## src/rtl/park_sensor_pkg.sv

```systemverilog
// Shared types and default constants for the parking sensor array.
// Holds the alarm FSM state enum and the default parameter values.
package park_sensor_pkg;

    typedef enum logic [1:0] {
        ST_IDLE  = 2'd0,
        ST_WARN  = 2'd1,
        ST_ALARM = 2'd2
    } park_state_t;

    localparam int DEF_N_CH       = 4;
    localparam int DEF_CNT_W      = 4;
    localparam int DEF_DETECT_TH  = 12;
    localparam int DEF_RELEASE_TH = 4;
    localparam int DEF_ALARM_MIN  = 2;
    localparam int DEF_BEEP_DIV   = 8;

endpackage

```

## src/rtl/park_sensor_array_channel.sv

```systemverilog
// One obstacle channel: saturating up/down integrator with a hysteresis flag.
// Ports: clk, rst (async high), i_en (clear when low), i_obs (raw input),
//        o_flag (registered detected flag).
module park_channel #(
    parameter int CNT_W      = 4,
    parameter int DETECT_TH  = 12,
    parameter int RELEASE_TH = 4
) (
    input  logic clk,
    input  logic rst,
    input  logic i_en,
    input  logic i_obs,
    output logic o_flag
);

    localparam logic [CNT_W-1:0] CMAX  = '1;
    localparam logic [CNT_W-1:0] DET_V = CNT_W'(DETECT_TH);
    localparam logic [CNT_W-1:0] REL_V = CNT_W'(RELEASE_TH);

    if (!((RELEASE_TH < DETECT_TH) && (DETECT_TH <= (2 ** CNT_W) - 1)))
    begin : g_bad_th
        $error("park_channel: thresholds out of range");
    end

    logic [CNT_W-1:0] r_cnt;
    logic [CNT_W-1:0] w_cnt_nxt;
    logic             r_flag;
    logic             w_flag_nxt;

    always_comb begin
        w_cnt_nxt = r_cnt;
        if (!i_en) begin
            w_cnt_nxt = '0;
        end else if (i_obs) begin
            if (r_cnt != CMAX) w_cnt_nxt = r_cnt + CNT_W'(1);
        end else begin
            if (r_cnt != '0) w_cnt_nxt = r_cnt - CNT_W'(1);
        end
    end

    // Flag decision uses the value the counter is about to take.
    always_comb begin
        w_flag_nxt = r_flag;
        if (!i_en) begin
            w_flag_nxt = 1'b0;
        end else if (w_cnt_nxt >= DET_V) begin
            w_flag_nxt = 1'b1;
        end else if (w_cnt_nxt <= REL_V) begin
            w_flag_nxt = 1'b0;
        end
    end

    always_ff @(posedge clk or posedge rst) begin
        if (rst) begin
            r_cnt  <= '0;
            r_flag <= 1'b0;
        end else begin
            r_cnt  <= w_cnt_nxt;
            r_flag <= w_flag_nxt;
        end
    end

    assign o_flag = r_flag;

endmodule

```

## src/rtl/park_sensor_array.sv

```systemverilog
// Parking sensor array: N_CH integrating channels, popcount, alarm FSM, beeper.
// Ports: clk, reset (async high), park_enable, obstacle_detect[N_CH],
//        park_status[N_CH], det_count, alarm, beep.
module park_sensor_array
    import park_sensor_pkg::*;
#(
    parameter int N_CH       = DEF_N_CH,
    parameter int CNT_W      = DEF_CNT_W,
    parameter int DETECT_TH  = DEF_DETECT_TH,
    parameter int RELEASE_TH = DEF_RELEASE_TH,
    parameter int ALARM_MIN  = DEF_ALARM_MIN,
    parameter int BEEP_DIV   = DEF_BEEP_DIV
) (
    input  logic                       clk,
    input  logic                       reset,
    input  logic                       park_enable,
    input  logic [N_CH-1:0]            obstacle_detect,
    output logic [N_CH-1:0]            park_status,
    output logic [$clog2(N_CH+1)-1:0]  det_count,
    output logic                       alarm,
    output logic                       beep
);

    localparam int DC_W  = $clog2(N_CH + 1);
    localparam int DIV_W = $clog2(BEEP_DIV + 1);
    localparam logic [DC_W-1:0]  AMIN_V   = DC_W'(ALARM_MIN);
    localparam logic [DIV_W-1:0] DIV_LAST = DIV_W'(BEEP_DIV - 1);

    if (!((N_CH >= 1) && (N_CH <= 16) && (ALARM_MIN >= 1) &&
          (ALARM_MIN <= N_CH) && (BEEP_DIV >= 1)))
    begin : g_bad_cfg
        $error("park_sensor_array: parameter out of range");
    end

    logic [N_CH-1:0]  w_status;
    logic [DC_W-1:0]  w_det_count;
    park_state_t      r_state;
    park_state_t      w_state_nxt;
    logic [DIV_W-1:0] r_div;
    logic             r_phase;

    for (genvar g = 0; g < N_CH; g++) begin : g_ch
        park_channel #(
            .CNT_W      (CNT_W),
            .DETECT_TH  (DETECT_TH),
            .RELEASE_TH (RELEASE_TH)
        ) u_ch (
            .clk    (clk),
            .rst    (reset),
            .i_en   (park_enable),
            .i_obs  (obstacle_detect[g]),
            .o_flag (w_status[g])
        );
    end

    always_comb begin
        w_det_count = '0;
        for (int i = 0; i < N_CH; i++) begin
            w_det_count = w_det_count + DC_W'(w_status[i]);
        end
    end

    assign park_status = w_status;
    assign det_count   = w_det_count;

    always_ff @(posedge clk or posedge reset) begin
        if (reset) r_state <= ST_IDLE;
        else       r_state <= w_state_nxt;
    end

    always_comb begin
        w_state_nxt = ST_IDLE;
        if (!park_enable || w_det_count == '0) begin
            w_state_nxt = ST_IDLE;
        end else if (w_det_count < AMIN_V) begin
            w_state_nxt = ST_WARN;
        end else begin
            w_state_nxt = ST_ALARM;
        end
    end

    // Divider only runs while staying in WARN; any state change restarts
    // it so the beep always begins low on WARN entry.
    always_ff @(posedge clk or posedge reset) begin
        if (reset) begin
            r_div   <= '0;
            r_phase <= 1'b0;
        end else if (!park_enable || w_state_nxt != r_state ||
                     r_state != ST_WARN) begin
            r_div   <= '0;
            r_phase <= 1'b0;
        end else if (r_div == DIV_LAST) begin
            r_div   <= '0;
            r_phase <= ~r_phase;
        end else begin
            r_div   <= r_div + DIV_W'(1);
        end
    end

    always_comb begin
        alarm = 1'b0;
        beep  = 1'b0;
        unique case (r_state)
            ST_IDLE:  begin alarm = 1'b0; beep = 1'b0;    end
            ST_WARN:  begin alarm = 1'b0; beep = r_phase; end
            ST_ALARM: begin alarm = 1'b1; beep = 1'b1;    end
            default:  begin alarm = 1'b0; beep = 1'b0;    end
        endcase
    end

endmodule

```

## config.mk

```make
export PLATFORM = sky130hd
export DESIGN_NAME = park_sensor_array
export DESIGN_NICKNAME = d
export VERILOG_FILES = /design/src/rtl/park_sensor_pkg.sv /design/src/rtl/park_sensor_array_channel.sv /design/src/rtl/park_sensor_array.sv
export SDC_FILE = /design/constraint.sdc
export NUM_CORES = 1
export LEC_CHECK = 0
export CAP_MARGIN = 20
export CORE_MARGIN = 5
export CORE_UTILIZATION = 33
export CTS_BUF_LIST = sky130_fd_sc_hd__clkbuf_4 sky130_fd_sc_hd__clkbuf_8 sky130_fd_sc_hd__clkbuf_16
export DETAILED_ROUTE_END_ITERATION = 6
export PLACE_DENSITY = 0.47
export SKIP_CTS_REPAIR_TIMING = 1
export SLEW_MARGIN = 5
export SYNTH_ARGS = -nofsm -noshare
export SYNTH_HDL_FRONTEND = slang
export SYNTH_HIERARCHICAL = 1
export SYNTH_SLANG_ARGS = --single-unit
export TNS_END_PERCENT = 5
```

## constraint.sdc

```tcl
create_clock -name clk -period 3.04 [get_ports clk]
set_input_delay 0.608 -clock clk [delete_from_list [all_inputs] [get_ports clk]]
set_output_delay 0.608 -clock clk [all_outputs]
set_load 0.005 [all_outputs]
```

Word-level counts from Yosys, hierarchy flattened

Index checks and enable logic that the tools add are counted.
W data, S select, Z words.

Word-level logic and storage cells: 92
Register bits after elaboration: 27

Muxes and demuxes: 36
Reductions and logical operators: 10
Order comparisons: 9
Bitwise gates (word level): 1
Equal/unequal tests: 13
Add/sub/neg operators: 12

Operators by type and width:

| kind                  | count |
|---|---|
| $mux W4               | 18 |
| $add A4 B1 Y4 const B | 5 |
| $ge A4 B4 Y1 const B  | 4 |
| $le A4 B3 Y1 const B  | 4 |
| $ne A4 B4 Y1 const B  | 4 |
| $reduce_bool A4 Y1    | 4 |
| $sub A4 B1 Y4 const B | 4 |
| $mux W1               | 15 |
| $ne A3 B1 Y1 const B  | 4 |
| $eq A4 B3 Y1 const B  | 1 |
| $mux W2               | 2 |
| $add A2 B1 Y3         | 1 |
| $add A3 B1 Y3         | 1 |
| $logic_not A3 Y1      | 1 |
| $logic_or A1 B1 Y1    | 3 |
| $lt A3 B2 Y1 const B  | 1 |
| $add A1 B1 Y2         | 1 |
| $eq A2 B1 Y1 const B  | 1 |
| $eq A2 B2 Y1 const B  | 1 |
| $ne A2 B1 Y1 const B  | 1 |
| $ne A2 B2 Y1          | 1 |
| $pmux W1 S2           | 1 |
| $reduce_bool A2 Y1    | 1 |
| $logic_not A1 Y1      | 1 |
| $not A1 Y1            | 1 |

Depth between registers and ports, before layout

Word-level depth: 10
Depth in mapped cells: 10

By module

The synthesis kept the hierarchy.

By module, submodules not included:

| module                          | cells each | instances | area each (um2) | sequential area each (um2) |
|---|---|---|---|---|
| park_channel (g_ch[1].u_ch ...) | 45         | 3         | 419.2           | 125.1 |
| park_sensor_array               | 48         | 1         | 461.7           | 175.2 |
| park_channel (g_ch[0].u_ch)     | 40         | 1         | 357.8           | 125.1 |

Worst setup path before layout

No wires, ideal clock.

Path type: flip-flop to flip-flop
From: register g_ch[0].u_ch.r_flag
To: register r_div[2]
Arrival time: 2.244 ns
Cell stages (with the launch flop): 11
Data required time: 2.906 ns
Library setup time: 0.134 ns
Period minus slack after synthesis: 2.378 ns
Buffers on the path: 0
Path slack: 0.662 ns
Cells stage by stage: dfrtp_1 inv_1 fa_1 inv_1 ha_1 inv_1 ha_1 or3_4 nand2_2 mux2i_2 nor3_1

Cells in the longest elaborated chain, start to end: 10
Elaborated cells on any way between the ends: 12
Classes of those cells: add/sub (3); order compare (1); eq/ne (1); mux (3); reduce/logical (4)

Ends and longest elaborated chain:

| what                                             | RTL line                                         | text |
|---|---|---|
| start, declared                                  | park_sensor_array_channel.sv:27                  | `logic r_flag;` |
| start signal, assigned                           | park_sensor_array_channel.sv:59                  | `r_flag <= w_flag_nxt;` |
| $add A1 B1 Y2 (*)                                | park_sensor_array.sv:59                          | `w_det_count = w_det_count + DC_W'(w_status[i]);` |
| $add A2 B1 Y3 (*)                                | park_sensor_array.sv:59                          |  |
| $add A3 B1 Y3 (*)                                | park_sensor_array.sv:59                          |  |
| via det_count[1]                                 | park_sensor_array.sv:19                          | `output logic [$clog2(N_CH+1)-1:0] det_count,` |
| $lt A3 B2 Y1 or $logic_not A3 Y1 (tied branches) | park_sensor_array.sv:75, park_sensor_array.sv:73 |  |
| $mux W2 or $logic_or A1 B1 Y1 (tied branches)    | park_sensor_array.sv:75, park_sensor_array.sv:73 |  |
| $mux W2 (*)                                      | park_sensor_array.sv:73                          | `if (!park_enable \|\| w_det_count == '0) begin` |
| $ne A2 B2 Y1 (*)                                 | park_sensor_array.sv:88                          | `end else if (!park_enable \|\| w_state_nxt != r_state \|\|` |
| $logic_or A1 B1 Y1 (*) (2 in a row)              | park_sensor_array.sv:88                          |  |
| $mux W4 (*)                                      | park_sensor_array.sv:88                          |  |
| end signal, assigned                             | park_sensor_array.sv:96                          | `r_div <= r_div + DIV_W'(1);` |
| end, declared                                    | park_sensor_array.sv:39                          | `logic [DIV_W-1:0] r_div;` |

The timed path passes the listed nets; every way through them passes the cells marked *.
A chain may end at the register's enable or synchronous reset.

Final worst setup path

From: register g_ch[1].u_ch.r_flag
To: output port det_count[1]

Cells in the longest elaborated chain, start to end: 3

Ends and longest elaborated chain:

| what                   | RTL line |
|---|---|
| start, declared        | park_sensor_array_channel.sv:27 |
| start signal, assigned | park_sensor_array_channel.sv:59 |
| $add A1 B1 Y2          | park_sensor_array.sv:59 |
| $add A2 B1 Y3          | park_sensor_array.sv:59 |
| $add A3 B1 Y3          | park_sensor_array.sv:59 |
| end, declared          | park_sensor_array.sv:19 |

No other way between the ends.

==> summary.txt <==
Timing
  • Max Clk Rate: 353 MHz
  • Setup TNS: 0 ns
  • Crit path time final: 2.83 ns
  • Worst Skew: 0.00330 ns
  • RSZ-0062 raised after global routing: no
  • Hold Vio Cnt, Final: 0
  • Final Max Tran Viols: 0
  • Final setup violation count: 0
  • Final period util: 0.932
  • Worst-margin pin slew: 0.357 ns
  • Max-Slew Margin vs Limit: 0.757

Routing
  • Routed Antenna Nets: 0
  • DR vias/cell: 5.21
  • DRC viols: 0
  • Wirelength, routed: 4110 um
  • Wire per inst: 13.1 um
  • Vias post-DR: 1,630
  • Router iterations before antenna repair: 4
  • Detailed Route Iter0 Violations: 72

Place
  • I/O Buffers: 15
  • Routability congestion estimate: 0.714
  • Placed wire-length estimate: 3170 um
  • Placed Cells: 309

Clock network
  • CTS tree: done
  • CTS buffer count: 3
  • H-tree depth: 1
  • Sink Count: 27
  • Clk_lat worst skew: 0.27 ns
  • CTS root buf: clkbuf_8
  • CTS clk-pin slew, worst paths: 0.09 ns
  • CTS Buffer Depth: 2

Worst setup path
  • Reg2reg setup slack: 0.53 ns
  • Crit. path cell count: 7
  • Critical path peak fanout: 4
  • Worst Path Required: 2.43 ns
  • CP startpoint: g_ch[1].u_ch/o_flag$_DFFE_PP0P_
  • Crit path buf inv count: 4
  • Crit path launch type: flop
  • Slowest stage delay, CP: 0.50 ns
  • Slowest cell on crit path: clkdlybuf4s50_1
  • Crit path cell chain: inv_1 -> fa_1 -> inv_1 -> ha_1 -> inv_1 -> ha_1 -> clkdlybuf4s50_1
  • RR Endpoint: r_div[2]$_DFF_PP0_
  • Worst Path Arrival: 2.22 ns
  • R2R cell count: 10
  • Worst r2r src: g_ch[1].u_ch/o_flag$_DFFE_PP0P_
  • CP Class: flop to output port
  • End point of the critical path: det_count[1]
  • Kind of cell adding the most delay to the critical path: adder cells
  • Crit path top cell by count: inv_1
  • Crit. End Element: output port

Synthesis
  • Post-synth EDFFs: 0
  • Synth unique cells: 49
  • Simple logic cell fraction of the synthesized area: 0.266
  • Syn Inst Count: 223
  • Mean Syn Cell Area: 9.31 um^2
  • Post-synthesis mux area share: 0.00663
  • Post-Synth XOR/XNOR Area: 0.0253
  • YS warnings: 6
  • Compound-cell area share of the yosys netlist: 0.198
  • Seq cells post-synth: 27
  • Post-synth net total: 245
  • Post-synthesis sequential area ratio: 0.325
  • Top_reg_cell synth: dfrtp_1
  • Synth Area in Adders: 0.0940
  • Fraction of registers with async set or reset after synthesis: 1.00
  • Syn Std Cell Area: 2080 um^2
  • Main combinational cell family by area after synthesis: simple AND/OR/NAND/NOR gates

Die
  • Placeable Area: 6240 um^2
  • DIE WIDTH: 89.3 um
  • Vert. Die Dim: 89.3 um
  • Die area: 7980 um^2
  • Rows: 29
  • Ports: 16
  • Starting Density: 0.333

Final layout
  • Most common cell after layout, fill and taps aside: inv_1
  • Area Growth Syn to Fin: 11.7%
  • Filler-free cell count of the finished design: 313
  • Finished Core Util: 0.372
  • N_diodes: 0
  • Most frequent cells in the layout: inv_1 (31), dfrtp_1 (27), clkdlybuf4s50_1 (15)
  • Fillers: 625
  • Multi-input logic area: 1220 um^2
  • Final #Nets: 259
  • Register Area: 676 um^2
  • Share of layout cells above drive strength 1: 0.110

Power and ir drop
  • Total Power: 1540 uW
  • VDD IR max: 287 uV
  • LEAKAGE: 0.00101 uW
  • PD cells: 663 nW/um^2

GRT
  • Vias in the first global route: 1,603
  • Grt ovf: 0
  • First-pass GRT wire length: 7180 um
  • Initial antenna violation count: 0
  • All-Layer GR Usage: 0.112
  • Largest net degree at the start of global routing: 21

Min path
  • Hold path depth: 1
  • Hold Path Class: flop to flop

Run status
  • Outcome: complete, no violations

Flow run
  • Max-cap violation count: 0
==> layer usage <==
metal,track usage,share of wire
met1,0.140,0.48
met3,0.0175,0.030
met4,0.0447,0.022
met2,0.192,0.47
met5,0,0
==> power breakdown <==
group	total [uW]	switching, uW	internal, uW	leakage, uW
logic	755	372	383	0.000617
clock network	207	105	103	0.0000262
registers	575	138	438	0.000365
==> registers in the layout, indices dropped and copies added (netlist names) <==
name and flops:
r_phase 1, g_ch.u_ch/r_cnt 16, g_ch.u_ch/o_flag 4, r_div 4, r_state 2
==> synth_stat cells (5+ instances only) <==
master | instances | area [um^2]
nand2_1 | 10 | 37.5
nor2_1 | 10 | 37.5
nand3b_1 | 10 | 75.1
dfrtp_1 | 27 | 676
nand3_1 | 5 | 25.0
a21oi_1 | 8 | 40.0
nor2b_1 | 6 | 37.5
inv_1 | 31 | 116
nor3_1 | 5 | 25.0
xnor2_1 | 6 | 52.6
ha_1 | 14 | 175
nand4_1 | 7 | 43.8
==> through the flow <==
| stage | setup slack [ns] | cell area (um^2) | hold WS, ns |
|---|---|---|---|
| 2_1_floorplan | 0.662 | 2080 | 0.387 |
| 3_3_place_gp | 0.499 | 2270 | 0.479 |
| 3_5_place_dp | 0.493 | 2270 | 0.487 |
| 4_1_cts | 0.181 | 2320 | 0.501 |
| 5_1_grt | 0.0922 | 2320 | 0.529 |
| 6_report | 0.208 | 2320 | 0.496 |
==> cells by family (layout without fill, tap and decap cells) <==
kind of cell             count (synthesis)  count (layout)
AND/OR/NAND/NOR                         83              83
AO/OA/AOI/OAI                           53              53
buffers and inverters                   38              51
flip-flops                              27              27
adder cells (fa/ha/maj)                 15              15
XOR/XNOR                                 6               6
multiplexers                             1               1
==> how the worst min path moves through the flow <==
stage | startpoint | endpoint | slack, ns
global route | r_div[0]$_DFF_PP0_ | r_div[0]$_DFF_PP0_ | 0.53
CTS | r_div[0]$_DFF_PP0_ | r_div[0]$_DFF_PP0_ | 0.50
global placement | r_div[0]$_DFF_PP0_ | r_div[0]$_DFF_PP0_ | 0.48
finish | r_div[0]$_DFF_PP0_ | r_div[0]$_DFF_PP0_ | 0.50
detailed placement | r_div[0]$_DFF_PP0_ | r_div[0]$_DFF_PP0_ | 0.49
floorplan | reset | g_ch[0].u_ch/o_flag$_DFFE_PP0P_ | 0.39
==> area by class of cell <==
type	count	share of cell area
Timing Repair Buffer	16	0.0680
Inverter	31	0.0502
Multi-Input combinational cell	158	0.528
Clock buffer	4	0.0210
Sequential cell	27	0.291
Tap cell	77	0.0415
Power figures use the tool's default switching activity.
